`config.mk`:
```
export PLATFORM = sky130hd
export DESIGN_NAME = id_branch_hazard_ctrl
export DESIGN_NICKNAME = d
export VERILOG_FILES = /design/src/rtl/mips_pkg.sv /design/src/rtl/branch_resolve.sv /design/src/rtl/id_branch_hazard_ctrl.sv
export SDC_FILE = /design/constraint.sdc
export NUM_CORES = 1
export LEC_CHECK = 0
export CAP_MARGIN = 5
export CORE_AREA = 2 2 150 152
export CTS_CLUSTER_DIAMETER = 200
export CTS_CLUSTER_SIZE = 14
export DETAILED_ROUTE_END_ITERATION = 10
export DIE_AREA = 0 0 152 154
export GPL_TIMING_DRIVEN = 1
export PLACE_DENSITY = 0.74
export SLEW_MARGIN = 40
export SYNTH_ARGS = -nofsm -noshare
export SYNTH_HDL_FRONTEND = slang
export SYNTH_SLANG_ARGS = --single-unit
```
`constraint.sdc`:
```
create_clock -name clk -period 11.45 [get_ports clk]
set_input_delay 1.7175 -clock clk [delete_from_list [all_inputs] [get_ports clk]]
set_output_delay 1.7175 -clock clk [all_outputs]
set_load 0.005 [all_outputs]
```
`src/rtl/mips_pkg.sv`:
```
// mips_pkg: opcode constants, NOP word and ID-stage state type shared by the ID stage
package mips_pkg;
  localparam logic [5:0] OP_RTYPE = 6'h00;
  localparam logic [5:0] OP_J     = 6'h02;
  localparam logic [5:0] OP_BEQ   = 6'h04;
  localparam logic [5:0] OP_BNE   = 6'h05;
  localparam logic [5:0] OP_LW    = 6'h23;
  localparam logic [5:0] OP_SW    = 6'h2B;
  localparam logic [31:0] NOP     = 32'h0000_0000;
  typedef enum logic [1:0] {RUN, STALL, FLUSH} id_state_t;
endpackage

```
`src/rtl/branch_resolve.sv`:
```
// branch_resolve: beq/bne/j outcome and redirect target for the instruction in ID
module branch_resolve
  import mips_pkg::*;
(
  input  logic [31:0] instr,
  input  logic [31:0] pc,
  input  logic [31:0] rs_data,
  input  logic [31:0] rt_data,
  output logic        taken,
  output logic [31:0] target
);
  logic [5:0]  op;
  logic [31:0] pc4;
  // compare operands and form either the pc-relative or the region-absolute target
  always_comb begin
    op = instr[31:26];
    pc4 = pc + 32'd4;
    taken = op == OP_BEQ ? rs_data == rt_data : op == OP_BNE ? rs_data != rt_data : op == OP_J;
    target = op == OP_J ? {pc4[31:28], instr[25:0], 2'b00} : pc4 + {{14{instr[15]}}, instr[15:0], 2'b00};
  end
endmodule

```
`src/rtl/id_branch_hazard_ctrl.sv`:
```
// id_branch_hazard_ctrl: IF/ID register, branch resolution in ID, hazard stalls and fetch redirect
module id_branch_hazard_ctrl
  import mips_pkg::*;
#(
  parameter int PC_WRAP = 36,
  parameter int CNT_W   = 16
) (
  input  logic             clk,
  input  logic             reset,
  input  logic [31:0]      if_instr,
  input  logic [31:0]      if_pc,
  input  logic [31:0]      rs_data,
  input  logic [31:0]      rt_data,
  input  logic             ex_reg_write,
  input  logic             ex_mem_read,
  input  logic [4:0]       ex_dest,
  input  logic             mem_mem_read,
  input  logic [4:0]       mem_dest,
  output logic             stall,
  output logic             is_branch,
  output logic [31:0]      pc_final,
  output logic [31:0]      id_instr,
  output logic [31:0]      id_pc,
  output logic             id_valid,
  output logic [4:0]       id_rs,
  output logic [4:0]       id_rt,
  output logic [CNT_W-1:0] stall_cnt,
  output logic [CNT_W-1:0] redirect_cnt
);
  logic [31:0] instr_r, pc_r, target;
  logic        valid_r, v, taken, use_rs, use_rt, br_op;
  logic        ex_rs, ex_rt, mem_rs, mem_rt, load_use, br_ex, br_mem;
  logic [5:0]  op;
  id_state_t   state;

  branch_resolve u_branch_resolve (
    .instr   (instr_r),
    .pc      (pc_r),
    .rs_data (rs_data),
    .rt_data (rt_data),
    .taken   (taken),
    .target  (target)
  );

  assign id_instr = instr_r;
  assign id_pc    = pc_r;
  assign id_rs    = instr_r[25:21];
  assign id_rt    = instr_r[20:16];
  assign id_valid = v & ~stall;

  // operand use decode, hazard detection against EX/MEM, and redirect request
  always_comb begin
    op = instr_r[31:26];
    v = valid_r & ~reset;
    use_rs = op != OP_J;
    use_rt = op == OP_RTYPE || op == OP_BEQ || op == OP_BNE || op == OP_SW;
    br_op = op == OP_BEQ || op == OP_BNE;
    ex_rs = ex_dest != 5'd0 && ex_dest == id_rs;
    ex_rt = ex_dest != 5'd0 && ex_dest == id_rt;
    mem_rs = mem_dest != 5'd0 && mem_dest == id_rs;
    mem_rt = mem_dest != 5'd0 && mem_dest == id_rt;
    load_use = ex_mem_read & ((use_rs & ex_rs) | (use_rt & ex_rt));
    br_ex = br_op & ex_reg_write & (ex_rs | ex_rt);
    br_mem = br_op & mem_mem_read & (mem_rs | mem_rt);
    stall = v & (load_use | br_ex | br_mem);
    is_branch = v & taken & ~stall;
    pc_final = is_branch && target < 32'(PC_WRAP) ? target : 32'd0;
  end

  // IF/ID register: hold while stalled, squash the wrong-path fetch on redirect
  always_ff @(posedge clk) begin
    if (reset) begin
      instr_r <= NOP;
      pc_r <= 32'd0;
      valid_r <= 1'b0;
    end else if (!stall) begin
      instr_r <= is_branch ? NOP : if_instr;
      pc_r <= if_pc;
      valid_r <= ~is_branch;
    end
  end

  // ID stage state: a flush lasts one cycle, stalls persist while the hazard does
  always_ff @(posedge clk)
    state <= reset || state == FLUSH ? RUN : is_branch ? FLUSH : stall ? STALL : RUN;

  // saturating stall and redirect counters
  always_ff @(posedge clk) begin
    if (reset) begin
      stall_cnt <= '0;
      redirect_cnt <= '0;
    end else begin
      if (stall && stall_cnt != '1) stall_cnt <= stall_cnt + 1'b1;
      if (is_branch && redirect_cnt != '1) redirect_cnt <= redirect_cnt + 1'b1;
    end
  end
endmodule

```
* Word level (Yosys, flattened, before mapping)
Index checks and enable logic that the tools add are counted.
** Operators by class
- $add $sub $neg :: 4
- $mul :: 0
- Div/mod/pow operators :: 0
- Order comparisons :: 1
- Equal/unequal tests :: 13
- Shift operators :: 0
- Multiplexer cells :: 5
- Bitwise logic cells :: 20
- Reductions and logical operators :: 14
** Operators by type and width (count)
- 32-bit 2-to-1 mux :: 3
- 16-bit by 1-bit adder with 16-bit output, second input constant :: 2
- 32-bit by 3-bit adder with 32-bit output, second input constant :: 1
- 32-bit adder :: 1
- 32-bit == test :: 1
- 32-bit by 6-bit less-than comparator with 1-bit output, second input constant :: 1
- 16-bit != test, second input constant :: 2
- 32-bit != test :: 1
- 5-bit == test :: 4
- 1-bit bitwise AND :: 12
- 6-bit by 3-bit == test with 1-bit output, second input constant :: 2
- 5-bit nonzero test :: 2
- 1-bit logical AND :: 7
- 6-bit by 2-bit == test with 1-bit output, second input constant :: 1
- 6-bit == test, second input constant :: 1
- 6-bit logical NOT :: 1
- 6-bit by 2-bit != test with 1-bit output, second input constant :: 1
- 1-bit OR :: 5
- 1-bit logical OR :: 4
- 1-bit NOT :: 3
- 1-bit 2-to-1 mux :: 2
** Word-level totals
- Flip-flop bits (word level) :: 97
- Latch bits :: 0
- Memory bits (writable) :: 0
- Memory bits (read-only) :: 0
- Bits of input ports :: 143
- Logic and storage cells :: 62
- Memories :: 0

* Depth between registers and ports, before layout
Gate-level depths: netlist of the first run.
- Depth in word-level cells :: 14
- Depth in mapped cells :: 18
- Gate-level depth less buffers :: 16

* Hierarchy
Synthesis of the first run repeated with hierarchy kept, for this count alone.
** Unflattened totals
- Cell total of the unflattened synthesis :: 960
- Area total of the unflattened synthesis :: 7498.4 sq um
** By module, submodules not included
- id_branch_hazard_ctrl :: instances 1, cells each 504, area an instance 4418.0 sq um
- branch_resolve :: instances 1, cells each 456, area an instance 3080.5 sq um

* Least setup slack after synthesis of the first run
OpenSTA, ideal clock, no wires.
- Path kind :: input to output
- Start point :: input port ex_dest[1]
- End point :: output port pc_final[0]
- Arrival :: 3.946 ns
- Required time :: 9.733 ns
- Slack :: 5.786 ns
- Stages on the path :: 9
- Path buffers :: 0
- Path through :: or4_4 -> o21ai_2 -> nor2_1 -> a22oi_2 -> nand4b_1 -> a211o_4 -> nor4_2 -> nand4_2 -> nor4_1
** Between the ends
- Longest elaborated chain between the ends :: 12
** RTL lines
- start, declared :: RTL line id_branch_hazard_ctrl.sv:16 : input logic [4:0] ex_dest,
- 5-bit == test, or another cell as far along :: RTL line id_branch_hazard_ctrl.sv:58 : ex_rs = ex_dest != 5'd0 && ex_dest == id_rs;
- 1-bit logical AND, on equally long branches :: RTL line id_branch_hazard_ctrl.sv:58, id_branch_hazard_ctrl.sv:59
- 1-bit bitwise AND :: RTL line id_branch_hazard_ctrl.sv:62 : load_use = ex_mem_read & ((use_rs & ex_rs) | (use_rt & ex_rt));
- 1-bit OR :: RTL line id_branch_hazard_ctrl.sv:62
- 1-bit bitwise AND :: RTL line id_branch_hazard_ctrl.sv:62
- 1-bit OR * (2 in series) :: RTL line id_branch_hazard_ctrl.sv:65 : stall = v & (load_use | br_ex | br_mem);
- 1-bit bitwise AND * :: RTL line id_branch_hazard_ctrl.sv:65
- 1-bit NOT * :: RTL line id_branch_hazard_ctrl.sv:66 : is_branch = v & taken & ~stall;
- 1-bit bitwise AND * :: RTL line id_branch_hazard_ctrl.sv:66
- 1-bit logical AND * :: RTL line id_branch_hazard_ctrl.sv:67 : pc_final = is_branch && target < 32'(PC_WRAP) ? target : 32'd0;
- 32-bit 2-to-1 mux * :: RTL line id_branch_hazard_ctrl.sv:67
- end, declared :: RTL line id_branch_hazard_ctrl.sv:21 : output logic [31:0] pc_final,
Every way passes the cells marked *; elsewhere a longest branch is shown, timed or not.

* Worst setup path in the final report of the first run
- Start point :: register pc_r[8], in the netlist id_pc[8]
- End point :: output port pc_final[2]
** Between the ends
- Longest elaborated chain between the ends :: 6
** RTL lines
- start, declared :: RTL line id_branch_hazard_ctrl.sv:30 : logic [31:0] instr_r, pc_r, target;
- start signal, assigned :: RTL line id_branch_hazard_ctrl.sv:78 : pc_r <= if_pc;
- 32-bit by 3-bit adder with 32-bit output * :: RTL line branch_resolve.sv:17 : pc4 = pc + 32'd4;
- 32-bit adder :: RTL line branch_resolve.sv:19 : target = op == OP_J ? {pc4[31:28], instr[25:0], 2'b00} : pc4 + {{14{instr[15]}}, instr[15:0], 2'b00};
- 32-bit 2-to-1 mux * :: RTL line branch_resolve.sv:19
- 32-bit by 6-bit less-than comparator with 1-bit output * :: RTL line id_branch_hazard_ctrl.sv:67
- 1-bit logical AND * :: RTL line id_branch_hazard_ctrl.sv:67
- 32-bit 2-to-1 mux * :: RTL line id_branch_hazard_ctrl.sv:67
Marked as above.

==> flow_summary.json, run 1 <==
{
  "nets": 1366,
  "setup_ws_ns": 4.22,
  "yosysUniqueCellTypes": 71,
  "p_int_w": 0.000642,
  "synth_area_leaders": "dfxtp_1 26%, xnor2_1 11%, ha_1 5.8%, nor2_1 5.1%, nand2_1 4.6%",
  "cts_root_buffer": "clkbuf_16",
  "synth_flop_cell": "dfxtp_1",
  "rows": 54,
  "cp-start-kind": "flip-flop",
  "ant_nets": 0,
  "grt_first_pass_wirelength_mm": 40.0,
  "crit_path_end_kind": "output pin",
  "htreeDepth": 3,
  "syn_avg_cell_area_um2": 7.76,
  "ctsHoldBuffers": 0,
  "cts_sinks": 97,
  "path_cells": "nand4_1 -> nor3_1 -> nand2_1 -> xnor2_1 -> ha_1 -> a21oi_1 -> o21ai_1 -> or4_4 -> a2111oi_2 -> a211oi_1 -> nor4b_2 -> o211ai_1 -> nor4_1 -> clkdlybuf4s50_1",
  "pwr_density_cell_mw_per_mm2": 89.9,
  "pre_cts_slack_ns": 4.29,
  "antenna_found_initial": 0,
  "vias_per_cell": 5.24,
  "max_clock_freq_mhz": 138,
  "wirelength_mm": 25.6,
  "ys_warn_count": 0,
  "required_ns": 9.73,
  "cts_tree": "yes",
  "tightest_slew_ns": 0.803,
  "pwr-share-clk_pct": 32.6,
  "drc_errors": 0,
  "p_seq_share_pct": 40.3,
  "r2r-start": "id_instr[19]",
  "synthCells": 968,
  "worstHoldStart": "id_pc[24]",
  "reg2reg_setup_slack_ns": 7.83,
  "crit_arrival_ns": 5.51,
  "drtIter0Drc": 450,
  "critPathSlowestCell": "or4_4",
  "slew_violations": 0,
  "cts-resized-gates": 0,
  "wire_per_inst_um": 17.4,
  "first_pass_iters": 5,
  "hold_viol_final": 0,
  "rsz0062_at_grt": "false",
  "coreArea_mm2": 0.0217,
  "vias": 7713,
  "die-height_um": 154,
  "reg2reg_depth": 11,
  "p_leak_nw": 3.80,
  "postLayoutCoreUtil_pct": 48.1,
  "grt_use_total_pct": 21.2,
  "outcome": "finished, final reports clean",
  "layout_commonest_cell": "clkdlybuf4s50_1",
  "rr_endpoint": "stall_cnt[13]",
  "p_sw_w": 0.000295,
  "dieWidth_um": 152,
  "seq_area_frac_synth_pct": 25.9,
  "synthArstFlopShare_pct": 0,
  "max_cap_violations": 0,
  "holdPathStages": 2,
  "synthMuxAreaShare_pct": 1.42,
  "drive_gt1_share_pct": 4.28,
  "period_needed_ns": 7.23,
  "synth_top_area_share_pct": 25.9,
  "synthSimpleGateAreaFrac_pct": 28.1,
  "critPathMaxStageDelay_ns": 0.59,
  "synth-edff-count": 0,
  "yosysTopAreaCell": "dfxtp_1",
  "grt_max_degree": 102,
  "grt-ovfl-total": 0,
  "synth-seq-cells": 97,
  "path_buf_inv": 1,
  "numCtsBuffers": 9,
  "cts_buffer_depth": 2,
  "min_to": "id_pc[24]",
  "comb_power_share_pct": 27.1,
  "synthAdderAreaFrac_pct": 6.10,
  "peakVddDrop_mv": 0.0629,
  "fin_crit_sh_pct": 63.1,
  "die-area_mm2": 0.0234,
  "grt_pass1_vias": 7308,
  "crit_type": "reg -> out",
  "slew_headroom_pct": 46.3,
  "num_antenna_cells": 0,
  "cp_top_family": "simple AND/OR/NAND/NOR gates",
  "hold_path.class": "reg -> reg",
  "finalClockSkew_ns": 0.0118,
  "post-dp-hpwl_mm": 20.5,
  "syn-cell-area_mm2": 0.00751,
  "initial_utilization_pct": 34.6,
  "clk_latency_ns": 0.36,
  "final_cell_mix": "256 x clkdlybuf4s50_1, 102 x nor2_1, 96 x dfxtp_1",
  "synth_xor_area_share_pct": 14.0,
  "cts_setup_buffers": 0,
  "cp_max_fo": 7,
  "area_growth_pct": 38.9,
  "gp_congestion": 0.920,
  "setup_viol": 0,
  "numPortBuffers": 257,
  "synth_top_family_by_area": "simple AND/OR/NAND/NOR gates",
  "clkTransAtPathRegs_ns": 0.08,
  "synth_compound_area_share_pct": 18.0,
  "final.setup.tns_ns": 0,
  "power.share.switching_pct": 31.5,
  "num_io_pins": 284
}
[cells in the mapped netlist (all sizes together), types with 13 or more instances]
| cell type | count |
|---|---|
| a21oi | 41 |
| a22oi | 33 |
| and3 | 14 |
| buf | 43 |
| clkbuf | 34 |
| dfxtp | 97 |
| ha | 35 |
| inv | 13 |
| nand2 | 91 |
| nand2b | 44 |
| nand3 | 33 |
| nand4 | 31 |
| nor2 | 102 |
| nor3 | 26 |
| nor4 | 20 |
| o21ai | 65 |
| xnor2 | 95 |
| xor2 | 25 |
[how the worst max path moves through the flow]
stage          cells after the start  startpoint  slack, ns          end
2_1_floorplan                      9  ex_dest[1]       5.79  pc_final[0]
3_3_place_gp                      11  ex_dest[1]       4.38  pc_final[5]
3_5_place_dp                      11  ex_dest[1]       4.29  pc_final[2]
4_1_cts                           11  ex_dest[1]       4.28  pc_final[2]
5_1_grt                           14    id_pc[8]       3.97  pc_final[5]
6_report                          14    id_pc[8]       4.22  pc_final[2]
[per-stage QoR]
step,total power (W),area [um2],hold WS (ns),instances
2_1_floorplan,0.000519,7600,0.468,993
3_3_place_gp,0.000633,10100,0.494,1456
3_5_place_dp,0.000636,10100,0.507,1456
4_1_cts,0.000949,10400,0.519,1472
5_1_grt,0.000986,10400,0.539,1472
6_report,0.000937,10400,0.515,1472
[state kept, by name, indices dropped and copies added, names as in the netlist]
signal / count
id_pc: 32
id_instr: 32
redirect_cnt: 16
valid_r: 1
stall_cnt: 16
[power groups by stage]
stage	logic, W	registers, W	clock network [W]
after floorplan	0.000142	0.000377	0
after global placement	0.000248	0.000385	0
after detailed placement	0.000251	0.000385	0
after CTS	0.000253	0.000377	0.000319
after global routing	0.000277	0.000380	0.000329
final	0.000254	0.000377	0.000306
[final cells by class]
class / instances / area (um2)
fillers: 2133 / 11300
multi-input cells: 806 / 5190
repair buffers: 260 / 2600
flip-flops and latches: 97 / 1940
well taps: 280 / 350
clock buffers: 9 / 225
clock inverters: 7 / 70.1
inverters: 13 / 48.8
[kinds of logic after synthesis]
family / after synthesis
DFF: 97
AOI/OAI and AO/OA: 208
buffers and inverters: 90
xor gates and xnor gates: 120
muxes: 10
and+or+nand+nor: 406
adders and majority gates: 36
other: 1
[tightest hold or removal path: stages, from the launching register on]
cell and delay (ns):
dfxtp_1 0.35, nand2_1 0.06, o21ai_0 0.06
[routing by layer]
layer  wire length [um]  global-route usage (%)
met1              11300                    27.1
met2              11900                    34.9
met3               1760                    6.00
met4                693                    6.23
met5                  0                       0
(Power assumes the default switching activity.)
==> run 2, diff against run 1 <==
- PLACE_DENSITY: 0.74 -> 0.77
- clock period: 11.45 -> 6.45 ns (I/O delays scaled with it)
==> flow_summary.json, run 2 (synthesized netlist as in run 1, its figures left out) <==
{
  "outcome": "finished, final reports clean",
  "ant_nets": 0,
  "crit_type": "reg -> out",
  "wirelength_mm": 26.3,
  "final_cell_mix": "256 x clkdlybuf4s50_1, 101 x nor2_1, 97 x dfxtp_1",
  "coreArea_mm2": 0.0217,
  "cpMostUsedCell": "ha_1",
  "num_antenna_cells": 0,
  "postLayoutCellArea_mm2": 0.0105,
  "vias": 7759,
  "crit_arrival_ns": 5.13,
  "cp_top_family": "simple AND/OR/NAND/NOR gates",
  "critPathSlowestCell": "clkdlybuf4s50_1",
  "die-height_um": 154,
  "drc_errors": 0,
  "grt-ovfl-total": 0,
  "pwr_density_cell_mw_per_mm2": 160,
  "max_cap_violations": 0,
  "crit_path_end_kind": "output pin",
  "period_needed_ns": 6.09,
  "htreeDepth": 3,
  "setup_viol": 0,
  "antenna_found_initial": 0,
  "hold_viol_final": 0,
  "wire_per_inst_um": 17.9,
  "num_io_pins": 284,
  "numPortBuffers": 257,
  "clkTransAtPathRegs_ns": 0.07,
  "cts_setup_buffers": 0,
  "final.setup.tns_ns": 0,
  "peakVddDrop_mv": 0.112,
  "ctsHoldBuffers": 0,
  "area_growth_pct": 39.5,
  "rows": 54,
  "slew_headroom_pct": 55.3,
  "clk_latency_ns": 0.36,
  "initial_utilization_pct": 34.6,
  "fin_crit_sh_pct": 94.5,
  "finalClockSkew_ns": 0.0150,
  "numCtsBuffers": 9,
  "first_pass_iters": 5,
  "vias_per_cell": 5.27,
  "grt_max_degree": 102,
  "cts_tree": "yes",
  "drive_gt1_share_pct": 4.78,
  "path_buf_inv": 1,
  "cts_sinks": 97,
  "dieWidth_um": 152,
  "nets": 1368,
  "tightest_slew_ns": 0.670,
  "max_clock_freq_mhz": 164,
  "gp_congestion": 0.905,
  "slew_violations": 0,
  "place_inst": 1458,
  "drtIter0Drc": 650,
  "fin_cells": 1472,
  "grt_first_pass_wirelength_mm": 41.1,
  "cts_root_buffer": "clkbuf_16",
  "rsz0062_at_grt": "false",
  "num-fill-cells": 2066,
  "cp-start-kind": "flip-flop",
  "die-area_mm2": 0.0234,
  "layout_commonest_cell": "clkdlybuf4s50_1",
  "holdPathStages": 2,
  "hold_path.class": "reg -> reg",
  "p_leak_nw": 3.81,
  "placed_area_mm2": 0.0101,
  "reg2reg_depth": 10,
  "worst-path-stages": 15,
  "cp_max_fo": 9,
  "cts_buffer_depth": 2,
  "path_cells": "ha_1 -> and4_2 -> nor2b_2 -> and3_1 -> xor2_1 -> ha_1 -> nand4_1 -> or2_2 -> a2111oi_2 -> o21a_1 -> o2111ai_1 -> nor4b_4 -> o211ai_1 -> nor4_1 -> clkdlybuf4s50_1",
  "grt_use_total_pct": 21.8,
  "cts-resized-gates": 0,
  "critPathMaxStageDelay_ns": 0.57,
  "post-dp-hpwl_mm": 21.0,
  "grt_pass1_vias": 7350,
  "report.power.total_w": 0.00167,
  "required_ns": 5.48
}
## run 2: cell types whose count changed in the layout (fill, tap and decap cells not counted), sizes merged
| cell | delta |
|---|---|
| clkinv | -3 |
| bufinv | +1 |
| inv | -1 |
| clkinvlp | +1 |
| buf | +2 |
## run 2: worst paths after layout
check	slack [ns]	from	endpoint
hold reg to reg	0.50	id_pc[31]	id_pc[31]
setup / recovery	0.36	id_pc[2]	pc_final[2]
hold / removal	0.50	id_pc[31]	id_pc[31]
setup reg to reg	2.99	id_instr[19]	stall_cnt[15]
## run 2: worst min-delay path, cell delays in order (launching register included)
cell and delay, ns:
dfxtp_1 0.34, nand2_1 0.06, o21ai_0 0.06
## run 2: power breakdown
group          internal, W  switching (W)  total, W
combinational     0.000246       0.000217  0.000462
sequential        0.000623      0.0000460  0.000669
clock             0.000301       0.000242  0.000542
total              0.00117       0.000504   0.00167
## run 2: area by class of cell
cell class	count	area (um2)	area share [%]
Inverter	13	48.8	0.466
Sequential cell	97	1940	18.5
Clock buffer	9	225	2.15
Tap cell	280	350	3.35
Multi-Input combinational cell	806	5230	49.9
Clock inverter	5	63.8	0.609
Timing Repair Buffer	262	2610	24.9
## run 2: metal layers
layer | GRT usage [%] | vias up | share of wire [%]
met1 | 28.0 | 3552 | 43
met4 | 7.57 | 0 | 3.0
met2 | 35.5 | 323 | 46
met3 | 5.75 | 48 | 7.5
li1 | - | 3836 | -
met5 | 0 | - | 0
## run 2: stage by stage
stage | utilization [%] | worst slack (ns) | hold slack, ns
final | 48.3 | 0.357 | 0.504
after global placement | 46.7 | 0.748 | 0.485
after detailed placement | 46.8 | 0.627 | 0.494
after CTS | 48.1 | 0.225 | 0.504
after floorplan | - | 1.67 | 0.468
after global routing | 48.3 | 0.0288 | 0.539
